===== src/rtl/input_conditioner.sv =====
// Conditions WIDTH asynchronous inputs: synchroniser, shared-tick debouncer and
// a per-channel pulse generator with press/release/level/auto-repeat modes.
module input_conditioner #(
    parameter int WIDTH          = 4,
    parameter int SYNC_STAGES    = 2,
    parameter int SAMPLE_CNT_MAX = 41667,
    parameter int PULSE_CNT_MAX  = 200,
    parameter int REPEAT_DELAY   = 1000,
    parameter int REPEAT_RATE    = 200
) (
    input  logic               clk,
    input  logic               rst,
    input  logic [WIDTH-1:0]   in,
    input  logic [2*WIDTH-1:0] mode,
    output logic [WIDTH-1:0]   level,
    output logic [WIDTH-1:0]   pulse
);

    localparam int SCW  = (SAMPLE_CNT_MAX > 1) ? $clog2(SAMPLE_CNT_MAX) : 1;
    localparam int DCW  = $clog2(PULSE_CNT_MAX + 1);
    localparam int RMAX = (REPEAT_DELAY > REPEAT_RATE) ? REPEAT_DELAY : REPEAT_RATE;
    localparam int RCW  = $clog2(RMAX + 1);

    localparam logic [1:0] MODE_PRESS   = 2'b00;
    localparam logic [1:0] MODE_RELEASE = 2'b01;
    localparam logic [1:0] MODE_LEVEL   = 2'b10;
    localparam logic [1:0] MODE_REPEAT  = 2'b11;

    typedef enum logic [1:0] {IDLE, DELAY, REPEAT} rpt_state_t;

    logic [WIDTH-1:0] sync_q [SYNC_STAGES];
    logic [SCW-1:0]   smp_cnt_q, smp_cnt_d;
    logic [DCW-1:0]   deb_q [WIDTH];
    logic [DCW-1:0]   deb_d [WIDTH];
    logic [RCW-1:0]   rpt_cnt_q [WIDTH];
    logic [RCW-1:0]   rpt_cnt_d [WIDTH];
    rpt_state_t       state_q [WIDTH];
    rpt_state_t       state_d [WIDTH];
    logic [WIDTH-1:0] level_q, level_d, level_dly_q;
    logic [WIDTH-1:0] pulse_q, pulse_d;

    logic       tick;
    logic       rise, fall, rpt_ok, rpt_fire;
    logic [1:0] ch_mode;

    // NOTE: every combinational output gets a default before any branch so no latch is inferred.
    always_comb begin
        tick      = (smp_cnt_q == SCW'(SAMPLE_CNT_MAX - 1));
        smp_cnt_d = tick ? '0 : smp_cnt_q + SCW'(1);
        deb_d     = deb_q;
        rpt_cnt_d = rpt_cnt_q;
        state_d   = state_q;
        level_d   = '0;
        pulse_d   = '0;
        rise      = 1'b0;
        fall      = 1'b0;
        rpt_ok    = 1'b0;
        rpt_fire  = 1'b0;
        ch_mode   = MODE_PRESS;

        for (int i = 0; i < WIDTH; i++) begin
            if (tick) begin
                if (!sync_q[SYNC_STAGES-1][i]) begin
                    deb_d[i] = '0;
                end else if (deb_q[i] != DCW'(PULSE_CNT_MAX)) begin
                    deb_d[i] = deb_q[i] + DCW'(1);
                end
            end
            level_d[i] = (deb_d[i] == DCW'(PULSE_CNT_MAX));

            rise     = level_q[i] & ~level_dly_q[i];
            fall     = ~level_q[i] & level_dly_q[i];
            ch_mode  = mode[2*i +: 2];
            rpt_ok   = level_q[i] && (ch_mode == MODE_REPEAT);
            rpt_fire = 1'b0;

            // Losing the level or leaving repeat mode wins over a count-out in the same cycle.
            if (!rpt_ok) begin
                state_d[i]   = IDLE;
                rpt_cnt_d[i] = '0;
            end else begin
                case (state_q[i])
                    IDLE: begin
                        if (rise) begin
                            state_d[i]   = DELAY;
                            rpt_cnt_d[i] = '0;
                        end
                    end
                    DELAY: begin
                        if (rpt_cnt_q[i] == RCW'(REPEAT_DELAY)) begin
                            rpt_fire     = 1'b1;
                            rpt_cnt_d[i] = '0;
                            state_d[i]   = REPEAT;
                        end else if (tick) begin
                            rpt_cnt_d[i] = rpt_cnt_q[i] + RCW'(1);
                        end
                    end
                    REPEAT: begin
                        if (rpt_cnt_q[i] == RCW'(REPEAT_RATE)) begin
                            rpt_fire     = 1'b1;
                            rpt_cnt_d[i] = '0;
                        end else if (tick) begin
                            rpt_cnt_d[i] = rpt_cnt_q[i] + RCW'(1);
                        end
                    end
                    default: state_d[i] = IDLE;
                endcase
            end

            case (ch_mode)
                MODE_PRESS:   pulse_d[i] = rise;
                MODE_RELEASE: pulse_d[i] = fall;
                MODE_LEVEL:   pulse_d[i] = level_q[i];
                default:      pulse_d[i] = rise | rpt_fire;
            endcase
        end
    end

    // NOTE: state registers use non-blocking assignments so all flops update from pre-edge values.
    always_ff @(posedge clk) begin
        if (rst) begin
            for (int s = 0; s < SYNC_STAGES; s++) sync_q[s] <= '0;
            for (int i = 0; i < WIDTH; i++) begin
                deb_q[i]     <= '0;
                rpt_cnt_q[i] <= '0;
                state_q[i]   <= IDLE;
            end
            smp_cnt_q   <= '0;
            level_q     <= '0;
            level_dly_q <= '0;
            pulse_q     <= '0;
        end else begin
            sync_q[0] <= in;
            for (int s = 1; s < SYNC_STAGES; s++) sync_q[s] <= sync_q[s-1];
            deb_q       <= deb_d;
            rpt_cnt_q   <= rpt_cnt_d;
            state_q     <= state_d;
            smp_cnt_q   <= smp_cnt_d;
            level_q     <= level_d;
            level_dly_q <= level_q;
            pulse_q     <= pulse_d;
        end
    end

    assign level = level_q;
    assign pulse = pulse_q;

endmodule


===== config.mk =====
export PLATFORM = sky130hd
export DESIGN_NAME = input_conditioner
export DESIGN_NICKNAME = d
export VERILOG_FILES = /design/src/rtl/input_conditioner.sv
export SDC_FILE = /design/constraint.sdc
export NUM_CORES = 1
export LEC_CHECK = 0
export CORE_ASPECT_RATIO = 0.5
export CORE_UTILIZATION = 55
export DETAILED_ROUTE_END_ITERATION = 16
export PLACE_DENSITY = 0.8
export SYNTH_ARGS = -nofsm -noshare
export SYNTH_HDL_FRONTEND = slang
export SYNTH_SLANG_ARGS = --single-unit

===== constraint.sdc =====
create_clock -name clk -period 2.77 [get_ports clk]
set_input_delay 0.6925 -clock clk [delete_from_list [all_inputs] [get_ports clk]]
set_output_delay 0.6925 -clock clk [all_outputs]
set_load 0.03 [all_outputs]

Yosys cells after proc, flatten, opt, wreduce, memory -nomap -nowiden
Memory sizes are Yosys's and may differ from the RTL's.
Cells that the tools add are included.
{"block": "totals", "ramBits": 8, "out_inout_bits": 8, "in_bits": 14, "memories": 1, "mem_bits_ro": 0, "elab_cells": 199, "register_bits": 108, "latchBits": 0}
{"name": "sync_q", "depth": 2, "word_bits": 4, "rd": 2, "rd_clocked_by_memory_dff": 0, "write_ports": 2, "line": "31", "text": "logic [WIDTH-1:0] sync_q [SYNC_STAGES];"}
{"block": "op_classes", "n_mux": 69, "add_sub_neg": 9, "shifts": 0, "n_eq_ne": 45, "n_mul": 0, "div": 0, "bitwise_logic": 30, "n_lt_le_gt_ge": 0, "n_reduce_logical": 29}
{"cell": "$mux W10", "count": 16}
{"cell": "$pmux W10 S3", "count": 4}
{"cell": "$mux W8", "count": 12}
{"cell": "$add A10 B1 Y10 const B", "count": 4}
{"cell": "$eq A10 B10 Y1 const B", "count": 4}
{"cell": "$eq A10 B8 Y1 const B", "count": 4}
{"cell": "$add A8 B1 Y8 const B", "count": 4}
{"cell": "$eq A8 B8 Y1 const B", "count": 4}
{"cell": "$ne A8 B8 Y1 const B", "count": 4}
{"cell": "$eq A2 B2 Y1 const B", "count": 12}
{"cell": "$pmux W2 S3", "count": 4}
{"cell": "$add A16 B1 Y16 const B", "count": 1}
{"cell": "$eq A16 B16 Y1 const B", "count": 1}
{"cell": "$eq A2 B1 Y1 const B", "count": 8}
{"cell": "$logic_not A2 Y1", "count": 8}
{"cell": "$mux W2", "count": 8}
{"cell": "$ne A2 B2 Y1 const B", "count": 8}
{"cell": "$not A1 Y1", "count": 16}
{"cell": "$mux W1", "count": 15}
{"cell": "$pmux W1 S3", "count": 4}
{"cell": "$reduce_and A3 Y1", "count": 4}
{"cell": "$reduce_bool A3 Y1", "count": 4}
{"cell": "$reduce_or A2 Y1", "count": 5}
{"cell": "$and A1 B1 Y1", "count": 8}
{"cell": "5 further kinds", "count": 20}

Depth between registers and ports, before layout
{"block": "depth", "depth_word": 6, "mapped_depth": 10, "mapped_depth_nobuf": 8}

Least setup slack after synthesis
Ideal clock, no wire load.
{"block": "synth_timing", "kind": "register to register", "from": "reg smp_cnt_q[0]", "to": "reg rpt_cnt_q[7] (netlist name)", "setup_time_ns": 0.121, "stages_incl_launch_ff": 9, "path_slack_ns": 0.635, "n_path_buf": 0, "synth_period_minus_slack_ns": 2.135, "arrival_ns": 2.013, "required_time_ns": 2.649, "path_cell_list": "dfxtp_1 -> inv_1 -> ha_1 -> or3b_1 -> nor4_4 -> nand4_1 -> or2_2 -> a21oi_1 -> o21ai_0"}
{"block": "synth_via", "elab_chain_cells": 4, "elab_cells_between_ends": 5, "cone_classes": "eq/ne (1); mux (4)"}
{"item": "start: declaration", "line": "32", "text": "logic [SCW-1:0] smp_cnt_q, smp_cnt_d;"}
{"item": "start signal: assignment", "line": "138", "text": "smp_cnt_q <= smp_cnt_d;"}
{"item": "$eq A16 B16 Y1 (*)", "line": "48", "text": "tick = (smp_cnt_q == SCW'(SAMPLE_CNT_MAX - 1));"}
{"item": "$mux W10 (*)"}
{"item": "$mux W10 (on tied branches)"}
{"item": "$pmux W10 S3 (*)"}
{"item": "end signal: assignment", "line": "136", "text": "rpt_cnt_q <= rpt_cnt_d;"}
{"item": "end: declaration", "line": "35", "text": "logic [RCW-1:0] rpt_cnt_q [WIDTH];"}
Mark *: on every way between the ends. The rest lies on a longest branch, timed or not.
A chain may end at the register's enable or synchronous reset.

Final worst setup path
Same ends and word-level chain as after synthesis.

==> results.ini <==
[clock_network]
post_cts.repair.setup_buffers=0
holdBufCountCts=0
cts_resized=0
clk_path_buf_depth=2
clk_latency_ps=420
cts_buffers=17
cts_root_buf=clkbuf_16
path_clk_slew_ps=60
cts_tree=done
cts_max_level=4
clock_sinks=116

[routing]
drt_wl_total_mm=13.5
firstDrtPassIters=5
drc=0
routedWlPerCell_um=14.0
via_per_inst=5.80
drt_iter0_markers=420
drt.antenna.violating_nets=0
route.vias.total=5597

[timing]
setup_tns_ps=0
tightest_slew_ps=746
hold_viol_final=0
min_period_ps=2430
setup_violations=0
fin_skew_ps=7.93
max_freq_mhz=411
relSlewSlack_pct=50.0
fin_ws_ps=335
slew_violations=0
rsz0062_at_grt=false
min_period_over_period_pct=87.9

[logic_synthesis]
synthCells=779
mappedNetlistNets=828
netlist_area_mm2=0.00634
yosysUniqueCellTypes=62
synth_seq_cells=116
synth-simple-area-share_pct=30.3
synth_compound_area_share_pct=14.9
post_synth_fa_ha_maj_area_fraction_pct=7.23
synth_top_family_by_area=simple AND/OR/NAND/NOR gates
yosys.area.top_type=dfxtp_1
synth_edf_count=0
synth_xor_area_share_pct=5.67
synth_top_area_share_pct=36.7
ys_top_cells_by_area=dfxtp_1 37%, ha_1 6.9%, nor2_1 6.2%
ys.warnings.count=0
syn_area_per_cell_um2=8.13
yosys_most_used_dff=dfxtp_1
synth-async-reset-ratio_pct=0
ys_seq_area_share_pct=36.7
synthMuxAreaShare_pct=1.01

[place]
place_inst=933
place.gp.congestion=0.834
pre_cts_ws_ps=302
portBuffers=21
hpwl_mm=9.27
place_area_mm2=0.00672

[power_and_ir_drop]
power.internal_uw=2950
seq_power_share_pct=44.2
switching_share_pct=23.0
pwr-share-comb_pct=1.8
power.density_mw_per_mm2=526
p_clk_share_pct=54.0
ir_drop_uv=449
p_leak_uw=0.00251
power.switching_uw=880

[floorplanning]
ios=22
die-area_mm2=0.0120
die_h_um=77.9
start_util_pct=57.0
rows=27
die-width_um=154
fp.coreArea_mm2=0.0111

[setup_path]
end_kind=flip-flop
crit_type=reg2reg
r2r-start=smp_cnt_q[0]
cp_data_required_time_ps=3070
startpoint=smp_cnt_q[0]
cp-start-kind=flip-flop
cpLargestDelayFamily=simple AND/OR/NAND/NOR gates
crit_slowest_cell=or3b_1
cp_data_arrival_time_ps=2730
cp_num_buf_inv=2
path_max_fanout=23
crit_chain=inv_1, ha_1, or3b_1, nor4_4, buf_12, nand4_1, or2_2, a21oi_1, o21ai_0
max_stage_delay_ps=450

[cells_and_area]
diodes=0
layout.cells.non_filler=965
fin_nets=856
syn_to_final_growth_pct=14.8
design_area_mm2=0.00728
fillers=924
drive_gt1_share_pct=7.32
fin_util_pct=65.5

[grt]
antenna_found_initial=0
grt-ovfl-total=0
grt_pass1_wl_mm=23.1
grt_max_degree=24
grt_pass1_vias=5318
grt_usage_pct=23.7

[flow_run]
drv_cap=0

[status]
status=finished clean

[min_path]
hold_start=sync_q[0][2]
hp-class=reg2reg

## worst paths after layout
kind,cells past startpoint,slack (ps),to
max,9,340,rpt_cnt_q[7]
min reg2reg,1,450,sync_q[0][6]
max reg2reg,9,340,rpt_cnt_q[7]
min,1,450,sync_q[0][6]
## synth_stat cells (3+ instances only)
library cell  instances
a211oi_1              3
a21boi_0              3
a21o_1                6
a21oi_1              45
a22o_1                4
a22oi_1              12
a31oi_1              22
a32oi_1               3
a41oi_1               3
and2_1                4
and3_1               18
clkbuf_1             19
dfxtp_1             116
ha_1                 35
inv_1                44
mux2_2                3
mux2i_1               3
nand2_1              68
nand2b_1             12
nand3_1              42
nand3b_1              9
nand4_1              20
nand4bb_1             3
nor2_1              105
nor2b_1              25
nor3_1               14
nor4_1                5
nor4b_1               9
nor4bb_1              5
o21ai_0              26
o22ai_1               5
o31ai_1               4
or2_2                 4
xnor2_1              19
xor2_1               22
## placed cells by master (no fill, tap or decap), types with 5 or more instances in the layout
cell type        instances
a21o_1                   6
a21oi_1                 45
a22oi_1                 12
a31oi_1                 22
and3_1                  18
buf_4                   10
clkbuf_16               17
clkdlybuf4s50_1         20
clkinvlp_4               5
dfxtp_1                116
ha_1                    35
inv_1                   44
nand2_1                 68
nand2b_1                12
nand3_1                 42
nand3b_1                 9
nand4_1                 20
nor2_1                 105
nor2b_1                 25
nor3_1                  14
nor4_1                   5
nor4b_1                  9
nor4bb_1                 5
o21ai_0                 26
o22ai_1                  5
xnor2_1                 19
xor2_1                  22
## metal layers
metal / wire [um] / GRT usage, % / share of wire (%) / up-vias
met5: 0 / 0 / 0 / -
met3: 457 / 4.47 / 3.4 / 23
li1: - / - / - / 2813
met1: 6450 / 28.3 / 48 / 2652
met2: 6420 / 41.5 / 47 / 109
met4: 195 / 11.2 / 1.4 / 0
## metrics by stage
stage	hold WS [ps]	total power (uW)
after global placement	417	1790
final	445	3830
after global routing	456	3940
after detailed placement	426	1790
after CTS	446	3860
after floorplan	414	1760
## kinds of logic after synthesis
kind of cell,after synthesis
xor+xnor,41
flops,116
compound gates,150
fa+ha+maj,37
simple gates,362
buf+inv,67
mux,6
## power by group through the flow
stage | Sequential (uW) | Combinational (uW) | Clock (uW)
after floorplan | 1720 | 39.0 | 0
after global placement | 1730 | 65.9 | 0
after detailed placement | 1730 | 67.2 | 0
after CTS | 1690 | 68.4 | 2100
after global routing | 1690 | 74.3 | 2170
final | 1690 | 68.1 | 2070
## cell type report
type / instances / area, um^2 / area share [%]
Multi-Input combinational cell: 596 / 3750 / 51.5
Inverter: 44 / 165 / 2.27
Clock inverter: 15 / 135 / 1.86
Clock buffer: 17 / 425 / 5.85
Timing Repair Buffer: 32 / 300 / 4.13
Tap cell: 145 / 181 / 2.49
Sequential cell: 116 / 2320 / 31.9
## flip-flops by register name, indices dropped and copies added (netlist names)
| name | cells |
|---|---|
| rpt_cnt_q | 40 |
| pulse | 4 |
| smp_cnt_q | 16 |
| level | 4 |
| state_q | 8 |
| level_dly_q | 4 |
| sync_q | 8 |
| deb_q | 32 |
## worst register-to-register path: cells and delay by family, from the launching register on
kind,cells,cell delay (ps)
and+or+nand+nor,4,1350
DFF,1,340
buffers and inverters,2,270
AOI/OAI and AO/OA,2,220
adders and majority gates,1,150
Power figures use the tool's default switching activity.
